File: config.mk
export PLATFORM = sky130hd
export DESIGN_NAME = source_read16
export DESIGN_NICKNAME = d
export VERILOG_FILES = /design/src/rtl/source_read16.sv
export SDC_FILE = /design/constraint.sdc
export NUM_CORES = 1
export LEC_CHECK = 0
export ABC_AREA = 0
export CAP_MARGIN = 20
export CORE_MARGIN = 4
export CORE_UTILIZATION = 45
export DETAILED_ROUTE_END_ITERATION = 16
export MAX_ROUTING_LAYER = met4
export PLACE_DENSITY = 0.95
export SYNTH_ARGS = -nofsm -noshare
export SYNTH_HDL_FRONTEND = slang
export SYNTH_SLANG_ARGS = --single-unit
File: constraint.sdc
create_clock -name clk -period 2.8 [get_ports clk]
set_input_delay 0.42 -clock clk [delete_from_list [all_inputs] [get_ports clk]]
set_output_delay 0.42 -clock clk [all_outputs]
set_load 0.05 [all_outputs]
File: src/rtl/source_read16.sv
// rtl/source_read16.sv - register-file burst reader with valid/ready handshake
//
// Purpose: on a start request in IDLE, offers a burst of up to 8 words from
// the eight 16-bit register inputs, starting at start_addr and ascending
// modulo 8, one word per rvalid/rready transfer, then pulses done.
//
// Ports:
//   clk              rising-edge clock for all state
//   rst              synchronous active-high reset
//   start            burst request, sampled only in IDLE
//   start_addr[2:0]  first register index of the burst
//   length[3:0]      word count; 0 = empty burst, 9..15 treated as 8
//   reg_0..reg_7     register-file contents (16 bits each)
//   rdata[15:0]      word currently offered
//   raddr[2:0]       index of the offered word
//   rvalid           rdata/raddr/last are valid
//   rready           consumer accepts the offered word
//   last             offered word is the final word of the burst
//   busy             burst in progress (SEND and DONE)
//   done             one-cycle pulse at the end of each burst

module source_read16 (
    input  logic        clk,
    input  logic        rst,
    input  logic        start,
    input  logic [2:0]  start_addr,
    input  logic [3:0]  length,
    input  logic [15:0] reg_0,
    input  logic [15:0] reg_1,
    input  logic [15:0] reg_2,
    input  logic [15:0] reg_3,
    input  logic [15:0] reg_4,
    input  logic [15:0] reg_5,
    input  logic [15:0] reg_6,
    input  logic [15:0] reg_7,
    output logic [15:0] rdata,
    output logic [2:0]  raddr,
    output logic        rvalid,
    input  logic        rready,
    output logic        last,
    output logic        busy,
    output logic        done
);

    localparam logic [1:0] S_IDLE = 2'd0;
    localparam logic [1:0] S_SEND = 2'd1;
    localparam logic [1:0] S_DONE = 2'd2;

    logic [1:0]  state_q, state_d;
    logic [15:0] rdata_q, rdata_d;
    logic [2:0]  raddr_q, raddr_d;
    logic        rvalid_q, rvalid_d;
    logic        last_q, last_d;
    logic        busy_q, busy_d;
    logic        done_q, done_d;
    logic [3:0]  rem_q, rem_d;

    logic [15:0] regs [8];
    logic [3:0]  eff_len;
    logic [2:0]  next_addr;

    assign regs[0] = reg_0;
    assign regs[1] = reg_1;
    assign regs[2] = reg_2;
    assign regs[3] = reg_3;
    assign regs[4] = reg_4;
    assign regs[5] = reg_5;
    assign regs[6] = reg_6;
    assign regs[7] = reg_7;

    // Anything longer than the register file reads each register once.
    assign eff_len   = (length > 4'd8) ? 4'd8 : length;
    // 3-bit add wraps 7 -> 0 on its own.
    assign next_addr = raddr_q + 3'd1;

    always_comb begin
        state_d  = state_q;
        rdata_d  = rdata_q;
        raddr_d  = raddr_q;
        rvalid_d = rvalid_q;
        last_d   = last_q;
        busy_d   = busy_q;
        done_d   = done_q;
        rem_d    = rem_q;
        case (state_q)
            S_IDLE: begin
                if (start) begin
                    busy_d = 1'b1;
                    if (eff_len == 4'd0) begin
                        // Empty burst: skip straight to the done pulse.
                        state_d = S_DONE;
                        done_d  = 1'b1;
                    end else begin
                        state_d  = S_SEND;
                        rdata_d  = regs[start_addr];
                        raddr_d  = start_addr;
                        rvalid_d = 1'b1;
                        last_d   = (eff_len == 4'd1);
                        rem_d    = eff_len;
                    end
                end
            end
            S_SEND: begin
                if (rvalid_q && rready) begin
                    if (rem_q > 4'd1) begin
                        // Next word is captured here, so a stalled word is
                        // immune to later register changes.
                        raddr_d = next_addr;
                        rdata_d = regs[next_addr];
                        rem_d   = rem_q - 4'd1;
                        last_d  = (rem_q == 4'd2);
                    end else begin
                        state_d  = S_DONE;
                        rvalid_d = 1'b0;
                        last_d   = 1'b0;
                        rem_d    = 4'd0;
                        done_d   = 1'b1;
                    end
                end
            end
            S_DONE: begin
                state_d = S_IDLE;
                done_d  = 1'b0;
                busy_d  = 1'b0;
            end
            default: begin
                state_d = S_IDLE;
            end
        endcase
    end

    always_ff @(posedge clk) begin
        if (rst) begin
            state_q  <= S_IDLE;
            rdata_q  <= 16'd0;
            raddr_q  <= 3'd0;
            rvalid_q <= 1'b0;
            last_q   <= 1'b0;
            busy_q   <= 1'b0;
            done_q   <= 1'b0;
            rem_q    <= 4'd0;
        end else begin
            state_q  <= state_d;
            rdata_q  <= rdata_d;
            raddr_q  <= raddr_d;
            rvalid_q <= rvalid_d;
            last_q   <= last_d;
            busy_q   <= busy_d;
            done_q   <= done_d;
            rem_q    <= rem_d;
        end
    end

    assign rdata  = rdata_q;
    assign raddr  = raddr_q;
    assign rvalid = rvalid_q;
    assign last   = last_q;
    assign busy   = busy_q;
    assign done   = done_q;

endmodule

Yosys cells after proc, flatten, opt, wreduce, memory -nomap -nowiden. Cells that the tools add are included.

Order comparisons: 4. Reduce and logical (&&, ||, !) cells: 12. Muxes and demuxes: 44. Add/sub/neg operators: 2. Bitwise operators: 2. Equality and inequality tests: 10.

Operators by type and width (count): $mux 16 (8); $bmux 16 s3 (2); $pmux 16 s2 (1); $mux 4 (5); $reduce_and 5->1 (3); $mux 1 (13); $mux 3 (4); $ne 2x2->1 const B (6); $ge 4x4->1 const B (2); $mux 2 (4); $not 3->4 (2); $pmux 4 s2 (1); $pmux 1 s2 (3); $pmux 3 s2 (1); $eq 4x1->1 const B (1); $eq 4x2->1 const B (1); $gt 4x1->1 const B (1); $gt 4x4->1 const B (1); $logic_not 4->1 (1); $pmux 2 s2 (1); $reduce_and 4->1 (1); $reduce_bool 2->1 (2); $sub 4x1->4 const B (1); $add 3x1->3 const B (1); other kinds (8) (8).

Input port bits: 139. Flip-flop bits (word level): 29. Output and inout bits: 23. Logic and storage cells: 82.

Logic depth before layout (Yosys ltp). Gate-level depths: netlist (run 1).

Depth in word-level cells: 8. Gate-level depth with buffers: 8. Gate-level depth less buffers: 6.

Worst setup path after synthesis (run 1). OpenSTA, ideal clock, no wires.

Kind: reg2reg. From: reg raddr_q[0] (netlist: raddr[0]). To: reg rdata_q[0] (netlist: rdata[0]). Path buffers: 2. Setup slack: 0.743 ns. Stages on the path, launching flop included: 6. Arrival time: 1.922 ns. Period minus slack after synthesis: 2.057 ns. Setup time: 0.135 ns. Data required time: 2.665 ns. Path through: dfxtp_1 buf_2 buf_4 mux4_2 a22oi_1 a41oi_1.

Cells in the longest elaborated chain, start to end: 8.

RTL lines: from (decl) (line 51) `logic [2:0] raddr_q, raddr_d;`; from (signal assigned) (line 145) `raddr_q <= raddr_d;`; $add 3x1->3 (line 74) `assign next_addr = raddr_q + 3'd1;`; $not 3->4 (implied by the code) (line 109) `rdata_d = regs[next_addr];`; $bmux 16 s3 (line 109); $mux 16 (implied by the code) (2 in series) (line 109); $mux 16 (line 105) `if (rem_q > 4'd1) begin`; $mux 16 (line 104) `if (rvalid_q && rready) begin`; $pmux 16 s2 (line 85) `case (state_q)`; to (signal assigned) (line 144) `rdata_q <= rdata_d;`; to (decl) (line 50) `logic [15:0] rdata_q, rdata_d;`.

Every way passes these cells. The select of a mux whose other input is x is not followed. A chain may end at the register's enable or synchronous reset.

Worst setup path in the final report (run 1).
From: in length[0]. To: reg rdata_q[15] (netlist: rdata[15]).

Cells in the longest elaborated chain, start to end: 5.

RTL lines: from (decl) (line 27) `input logic [3:0] length,`; $gt 4x4->1 (line 72) `assign eff_len = (length > 4'd8) ? 4'd8 : length;`; $mux 4 (*) (line 72); $logic_not 4->1 (*) (line 89) `if (eff_len == 4'd0) begin`; $ne 2x2->1 (no line) (*); $reduce_and 5->1 (no line) (*).

Mark *: on every way between the ends. The rest lies on a longest branch, timed or not.

==> run metrics, run 1 <==
register area slightly below 600 sq um; Post-synth top cells mux4_2 (42), dfxtp_1 (29), a22oi_1 (18), mux2i_1 (18), nand2_1 (18); DRC viols 0; Synth area leaders mux4_2 (28%), dfxtp_1 (17%), mux4_1 (9.3%); post-route setup slack 0.1665 ns; ANT cells 0; Crit. End Element flop; max-slew violations 0; type of the tightest min-delay check reg -> reg; hpwl dp 9.156 mm; layout cells sized above 1 approximately 18%; worst-skew pair later-pin latency ~0.28 ns; Max Fclk 379.7 MHz; post-synthesis simple-gate area fraction roughly a tenth; Layout area overhead 49.94%; H-tree Lvls 2; IO buf count 161; dominant synthesized flop cell dfxtp_1; Initial Util about 46%; multiplexer share of the synthesized area 45.59%; EDFF count, synth 0; largest stage delay on the critical path between 0.6 and 0.7 ns; XOR/XNOR Fraction of Synth Area less than 1%; First-pass DRT Iterations 4; slowest cell on the critical path nor3_4; outcome finished clean; Setup WS pre-CTS -0.07833 ns; required time of the critical path between 2 and 3 ns; area of the core roughly 7300 sq um; area occupied by multi-input gates around 2600 sq um; final wirelength ~12 mm; Fillers approximately 560; fin crit share a little over nine tenths; gr usage total roughly a quarter; Sink Count 29; die width roughly 95 um; Final nets 581; cell area after synthesis about 3400 sq um; CP arrival roughly 2.7 ns; Syn Nets 437; first-pass GRT wire length ~18 mm; Post-DP Area about 5000 sq um; fin crit period around 2.6 ns; total number of yosys warnings 0; WL per Instance 21.78 um; RSZ-0062 raised after global routing no; sequential share of the synthesized area between 10% and 20%; Die ar. roughly 9000 sq um; Peak VDD IR 0.1831 mV; Synth Area in Compound Gates between 15 and 20%; Max Cap Violations 0; crit path kind in -> reg; Synth cell types 50; Core Util, Final a little over two thirds; Cell Pwr Density around 360 nW/um^2; vias between 3000 and 4000; leading area contributor after synthesis mux4_2; number of buffers inserted by hold repair at cts 0; main combinational cell family by area after synthesis multiplexers; Synth Instances between 200 and 300; Critical Path Fanout Max 20; Adder-Cell Fraction of Synth Area between 1 and 1.5%; vias per cell between 6 and 7; CTS tree built; most common cell in the netlist mux4_2; total CTS buffers 5; setup repair bufs after CTS 0; TNS Setup 0 ns; Final ANT Viol Nets 0; Worst Skew 0.008266 ns; Critical Path, Cell by Cell clkdlybuf4s50_1 > nor4_4 > nor3_4 > or2_1 > a41oi_1; Worst Tran Pin Value between 0.8 and 0.9 ns; endpoints failing setup 0; root buf cell clkbuf_8; initial antenna violation count 0; Async S/R FF share, synth 0%; P_leak roughly 0.0018 uW; CTS max path bufs 2; largest net degree at the start of global routing 32; top-area cell type share of the netlist area between 20 and 30%; synthesized flop and latch total 29; RePlAce Congestion 0.8790; Cell Rows 31; relative slew slack around 45%; Iteration-0 DRC Markers about 140; Worst-path clk slew ~0.070 ns; Startpoint Class input port; number of global-route vias before repair between 3000 and 4000; Avg Inst Size Synth roughly 12 sq um; grt ovf 0; endpoints failing hold 0; Die H between 90 and 100 um; # resized after CTS 0; Top-Level Pins 162; design area roughly 5100 sq um
-- path summary, 6_finish.rpt --
check / from / to / slack, ns / cells past startpoint
setup / recovery: length[0] / rdata[15]$_SDFFE_PP0P_ / 0.17 / 5
setup reg to reg: state_q[0]$_SDFFE_PP0P_ / rdata[15]$_SDFFE_PP0P_ / 0.44 / 4
hold reg to reg: busy$_SDFFE_PP0P_ / busy$_SDFFE_PP0P_ / 0.48 / 2
hold / removal: busy$_SDFFE_PP0P_ / busy$_SDFFE_PP0P_ / 0.48 / 2
-- layout by cell type (no fill, tap or decap), drive strengths merged, types with 4 or more instances in the layout --
cell type,netlist,final
a21oi,9,9
a22oi,18,18
a311oi,10,10
a41oi,9,9
buf,31,12
clkbuf,4,6
clkdlybuf4s50,0,160
dfxtp,29,29
ha,4,4
inv,7,7
mux2,7,7
mux2i,18,18
mux4,55,55
nand2,18,18
nor2,10,10
nor3,11,11
o21ai,5,5
o22a,9,9
o31ai,9,9
-- cell families (layout without fill, tap and decap cells) --
logic type               Yosys count  after routing
XOR/XNOR                           2              2
AND/OR/NAND/NOR                   58             58
adder cells (fa/ha/maj)            4              4
buffers and inverters             42            187
AO/OA/AOI/OAI                     79             79
multiplexers                      80             80
flip-flops                        29             29
-- stage by stage --
stage	hold WS (ns)	power, uW	cells
2_1_floorplan	0.5065	1107	294
3_3_place_gp	0.4644	1456	530
3_5_place_dp	0.4685	1487	530
4_1_cts	0.4803	1823	538
5_1_grt	0.5169	1914	538
6_report	0.4792	1814	538
-- per-layer routing --
layer / vias to the layer above / global-route usage, % / routed length [um]
li1: 1544 / - / -
met5: - / - / 0
met3: 37 / 5.339 / 850
met4: 0 / 12.38 / 415
met1: 1673 / 27.88 / 4061
met2: 188 / 47.74 / 6389
-- flip-flops by register name, summed over array words and instances, names as in the netlist --
| name | flops |
|---|---|
| raddr | 3 |
| state_q | 2 |
| rdata | 16 |
| done | 1 |
| busy | 1 |
| rvalid | 1 |
| last | 1 |
| rem_q | 4 |
-- final cells by class --
type                    instances  area share, %
well taps                      99          2.437
flip-flops and latches         29          11.45
clock buffers                   6          1.428
inverters                       7         0.5170
multi-input cells             223          50.49
repair buffers                172          33.48
clock inverters                 2         0.1969
-- where the power goes --
group	leakage [uW]	total (uW)	switching (uW)	internal, uW
clock network	0.0000450	332	160	172
registers	0.000240	487	32.7	454
logic	0.00149	995	467	528
total	0.00177	1810	660	1150
-- critical path: cells and delay by family --
family / cells / cell delay (ns)
compound gates: 1 / 0.23
buf+inv: 1 / 0.59
simple gates: 3 / 1.47
Power figures use the tool's default switching activity.
==> inputs of run 2 (changes only) <==
- CORE_MARGIN: 4 -> 3
==> run 2 against run 1 <==
Effect of this change:
- via count about the same
- routed wire length increased by 0.31%
- total power decreased by 0.55%
- first-iteration DRC count increased by 4.3%
- core utilization decreased by 0.21 points
- clock skew decreased by 0.0026 ns
- largest power group unchanged
==> run metrics, run 2 (synthesis results as in run 1) <==
reg2reg path depth 5; Layout area overhead 49.50%; # resized after CTS 0; Die H 92.79 um; max reg flops 16; Die ar. around 8600 sq um; WHS 0.4730 ns; IO buf count ~160; CP arrival about 2.5 ns; Cell Pwr Density between 300 and 400 nW/um^2; Worst Tran Pin Value around 0.78 ns; P_leak between 0.0015 and 0.002 uW; relative slew slack about half; setup repair bufs after CTS 0; die width approximately 93 um; First-pass DRT Iterations 4; Worst Skew about 0.0057 ns; Final ANT Viol Nets 0; number of global-route vias before repair 3780; final wirelength about 12 mm; Max Fclk around 440 MHz; commonest non-fill, non-tap cells in the layout clkdlybuf4s50_1 (160), mux4_2 (42), dfxtp_1 (28); Iteration-0 DRC Markers around 150; placed insts 530; max-slew violations 0; vias per cell approximately 6.4; gr usage total between 20% and 30%; largest stage delay on the critical path slightly below 0.7 ns; type of the tightest min-delay check reg -> reg; Critical Path, Cell by Cell ha_1 > xor2_1 > and2_1 > a22oi_1 > a311oi_1; Post-DP Area ~5000 sq um; fin cells 536; Peak VDD IR ~0.19 mV; Worst-path clk slew about 0.06 ns; number of buffers inserted by hold repair at cts 0; Top-Level Pins about 160; Initial Util a little under half; outcome finished clean; post-route setup slack ~0.53 ns; WL per Instance about 22 um; endpoints failing setup 0; Cell Rows 31; worst-skew pair later-pin latency about 0.28 ns; HP Start busy$_SDFFE_PP0P_; Setup WS pre-CTS 0.2775 ns; fin crit share just over 80%; initial antenna violation count 0; RSZ-0062 raised after global routing no; RePlAce Congestion between 0.8 and 0.9; Fillers about 550; design area around 5100 sq um; crit path kind reg -> reg; slowest cell on the critical path and2_1; WP buf/inv 0; Final nets 581; Reg-to-Reg Start raddr[0]$_SDFFE_PP0P_; Worst path depth 5; most common cell after layout, fill and taps aside clkdlybuf4s50_1; hpwl dp between 8 and 9 mm; first-pass GRT wire length between 15 and 20 mm; Startpoint Class flop; DRC viols 0; fin crit period ~2.3 ns; ANT cells 0; layout cells sized above 1 roughly 18%; Critical Path Fanout Max 17; total CTS buffers 5; CTS tree built; CTS max path bufs 2; endpoints failing hold 0; Sink Count 29; grt ovf 0; vias ~3400; Max Cap Violations 0; largest net degree at the start of global routing 30; H-tree Lvls 2; required time of the critical path 2.98 ns; root buf cell clkbuf_8; TNS Setup 0 ns; cell count of the worst hold path 2; Crit. End Element flop; CP delay by family, top simple AND/OR/NAND/NOR gates; crit path launch raddr[0]$_SDFFE_PP0P_; area of the core 7292 sq um
==> run 2: cell types whose count changed in the layout (fill, tap and decap cells not counted), sizes merged <==
cell / previous run / this run
clkinv: 2 / 1
clkbuf: 6 / 5
==> run 2: per-layer routing <==
layer / GRT usage [%] / wire, um / up-vias
met5: - / 0 / -
met4: 9.402 / 229 / 0
met3: 5.199 / 768 / 17
li1: - / - / 1541
met2: 52.01 / 6553 / 157
met1: 28.55 / 4201 / 1728
==> run 2: path summary, 6_finish.rpt <==
check / to / slack (ns)
max: rdata[4]$_SDFFE_PP0P_ / 0.53
max reg2reg: rdata[4]$_SDFFE_PP0P_ / 0.53
min: busy$_SDFFE_PP0P_ / 0.47
min reg2reg: busy$_SDFFE_PP0P_ / 0.47
==> run 2: worst reg2reg max path, delay by kind of cell, from the launching register on <==
kind	cells	cell delay [ns]
AOI/OAI and AO/OA	2	0.54
xor gates and xnor gates	1	0.27
adders and majority gates	1	0.21
DFF	1	0.46
and+or+nand+nor	1	0.69
==> run 2: metrics by stage <==
stage / util [%] / total power (uW)
4_1_cts: 69.49 / 1807
5_1_grt: 69.49 / 1891
3_3_place_gp: 68.48 / 1451
6_report: 69.49 / 1804
2_1_floorplan: - / 1107
3_5_place_dp: 68.48 / 1483
==> run 2: area by class of cell <==
type                       count  area [sq um]  area share, %
clock buffer                   5         68.82          1.358
multi-input combinational    223          2560          50.52
sequential                    29         581.8          11.48
clock inverter                 1         5.005        0.09877
inverter                       7         26.28         0.5185
timing repair buffer         172          1702          33.58
tap                           99         123.9          2.444
==> run 2: power by group <==
group | internal (uW) | switching (uW)
registers | 454 | 35.2
logic | 527 | 465
clock network | 163 | 158
total | 1140 | 659
==> inputs of run 3 (changes only) <==
- CORE_UTILIZATION: 45 -> 38
- PLACE_DENSITY: 0.95 -> 0.89
- clock period: 2.8 -> 1.9 ns (I/O delays scaled with it)
==> run 3 against run 2 <==
Effect of this change:
- register-to-register slack lost 0.35 ns
- final cell count grew 6.2%
- highest routed layer unchanged
- first-iteration DRC count grew 22%
- total power grew 54%
- setup slack lost 0.43 ns
- sequential power grew 46%
- core utilization shrank 6.0 points
- hold slack is essentially flat
==> run metrics, run 3 (synthesis results as in run 1) <==
outcome finished clean; total CTS buffers 5; die width around 100 um; Worst-path clk slew about 0.07 ns; Iteration-0 DRC Markers roughly 180; root buf cell clkbuf_8; crit path kind reg -> out; type of the tightest min-delay check reg -> reg; number of global-route vias before repair about 3800; CP delay by family, top buffers and inverters; fin cells roughly 570; Register-to-Register Setup Slack ~0.18 ns; ANT cells 0; endpoints failing hold 0; Final ANT Viol Nets 0; DRC viols 0; reg2reg path depth 5; cell count of the worst hold path 2; area of the core between 8000 and 9000 sq um; fin crit share between 90% and 100%; Final nets 607; Die ar. around 10000 sq um; Sink Count 29; Layout area overhead 57.73%; hold worst-path end busy$_SDFFE_PP0P_; final wirelength about 12 mm; P_leak just under 0.002 uW; number of buffers inserted by hold repair at cts 0; Startpoint Class flop; initial antenna violation count 0; Max Fclk 555.3 MHz; slowest cell on the critical path clkdlybuf4s50_1; placed insts about 560; largest stage delay on the critical path 0.83 ns; setup repair bufs after CTS 0; gr usage total about a quarter; Peak VDD IR roughly 0.26 mV; Post-DP Area roughly 5200 sq um; commonest non-fill, non-tap cells in the layout clkdlybuf4s50_1 (156), mux4_2 (42), buf_4 (34); Setup WS pre-CTS -0.1623 ns; most common cell after layout, fill and taps aside clkdlybuf4s50_1; HP Start busy$_SDFFE_PP0P_; Worst Tran Pin Value 0.5540 ns; vias per cell approximately 6.3; relative slew slack between 60% and 70%; required time of the critical path between 1.5 and 2 ns; vias approximately 3600; First-pass DRT Iterations 6; Cell Pwr Density ~520 nW/um^2; post-route setup slack ~0.099 ns; largest net degree at the start of global routing 35; WL per Instance between 20 and 25 um; design area 5346 sq um; grt ovf 0; area occupied by multi-input gates roughly 2600 sq um; CTS tree built; fin crit period 1.801 ns; max reg flops 16; Cell Rows 33; Die H around 100 um; Initial Util 40.24%; first-pass GRT wire length approximately 19 mm; max-slew violations 0; Reg-to-Reg Start raddr[0]$_SDFFE_PP0P_; CTS max path bufs 2; Critical Path, Cell by Cell clkdlybuf4s50_1; CP arrival about 1.5 ns; Max Cap Violations 0; register area approximately 600 sq um; layout cells sized above 1 23.92%; RSZ-0062 raised after global routing no; IO buf count ~160; TNS Setup 0 ns; Top-Level Pins 162; worst-skew pair later-pin latency around 0.28 ns; H-tree Lvls 2; Crit. End Element output port; endpoints failing setup 0; Critical Path Fanout Max 5; WP buf/inv 1; Fillers ~700; Worst Skew 0.007527 ns; RePlAce Congestion 0.8409; hpwl dp 9.551 mm; R2R Path End rdata[15]$_SDFFE_PP0P_
[run 3: layout make-up]
type,count,area share [%]
Timing Repair Buffer,198,36.25
Clock buffer,7,1.615
Tap cell,105,2.457
Inverter,7,0.4915
Sequential cell,29,10.95
Multi-Input combinational cell,223,48.23
[run 3: worst max path at each step]
stage	end	cells after the start	start
detailed placement	rdata[7]$_SDFFE_PP0P_	6	length[0]
floorplan	rdata[0]$_SDFFE_PP0P_	5	raddr[0]$_SDFFE_PP0P_
global route	done$_SDFFE_PP0P_	5	state_q[0]$_SDFFE_PP0P_
global placement	rdata[10]$_SDFFE_PP0P_	6	length[0]
finish	rvalid	1	rvalid$_SDFFE_PP0P_
CTS	raddr[0]$_SDFFE_PP0P_	7	rem_q[0]$_SDFFE_PP0P_
[run 3: what timing repair did]
item,CTS,global route
endpoints found under the setup margin,6,19
hold endpoints to repair,0,0
pin swaps,0,2
gates resized for setup,3,3
gates cloned,0,1
[run 3: tightest hold or removal path: stages, from the launching register on]
cell      delay (ns)
dfxtp_1         0.31
inv_1           0.05
a221oi_1        0.06
[run 3: power by group]
part	internal, uW	switching [uW]	total [uW]
clock	287	234	521
combinational	842	705	1550
sequential	671	45.6	717
[run 3: metrics by stage]
stage / hold slack, ns / utilization, % / power (uW)
floorplan: 0.4546 / - / 1634
global placement: 0.4727 / 62.17 / 2229
detailed placement: 0.4728 / 62.17 / 2270
CTS: 0.4822 / 63.35 / 2797
global route: 0.5182 / 63.47 / 2932
finish: 0.4734 / 63.47 / 2786
[run 3: per-layer routing]
layer	track usage, %	wire, um
met5	-	0
met3	3.961	813
met4	9.016	305
met1	27.93	4425
met2	41.85	6149
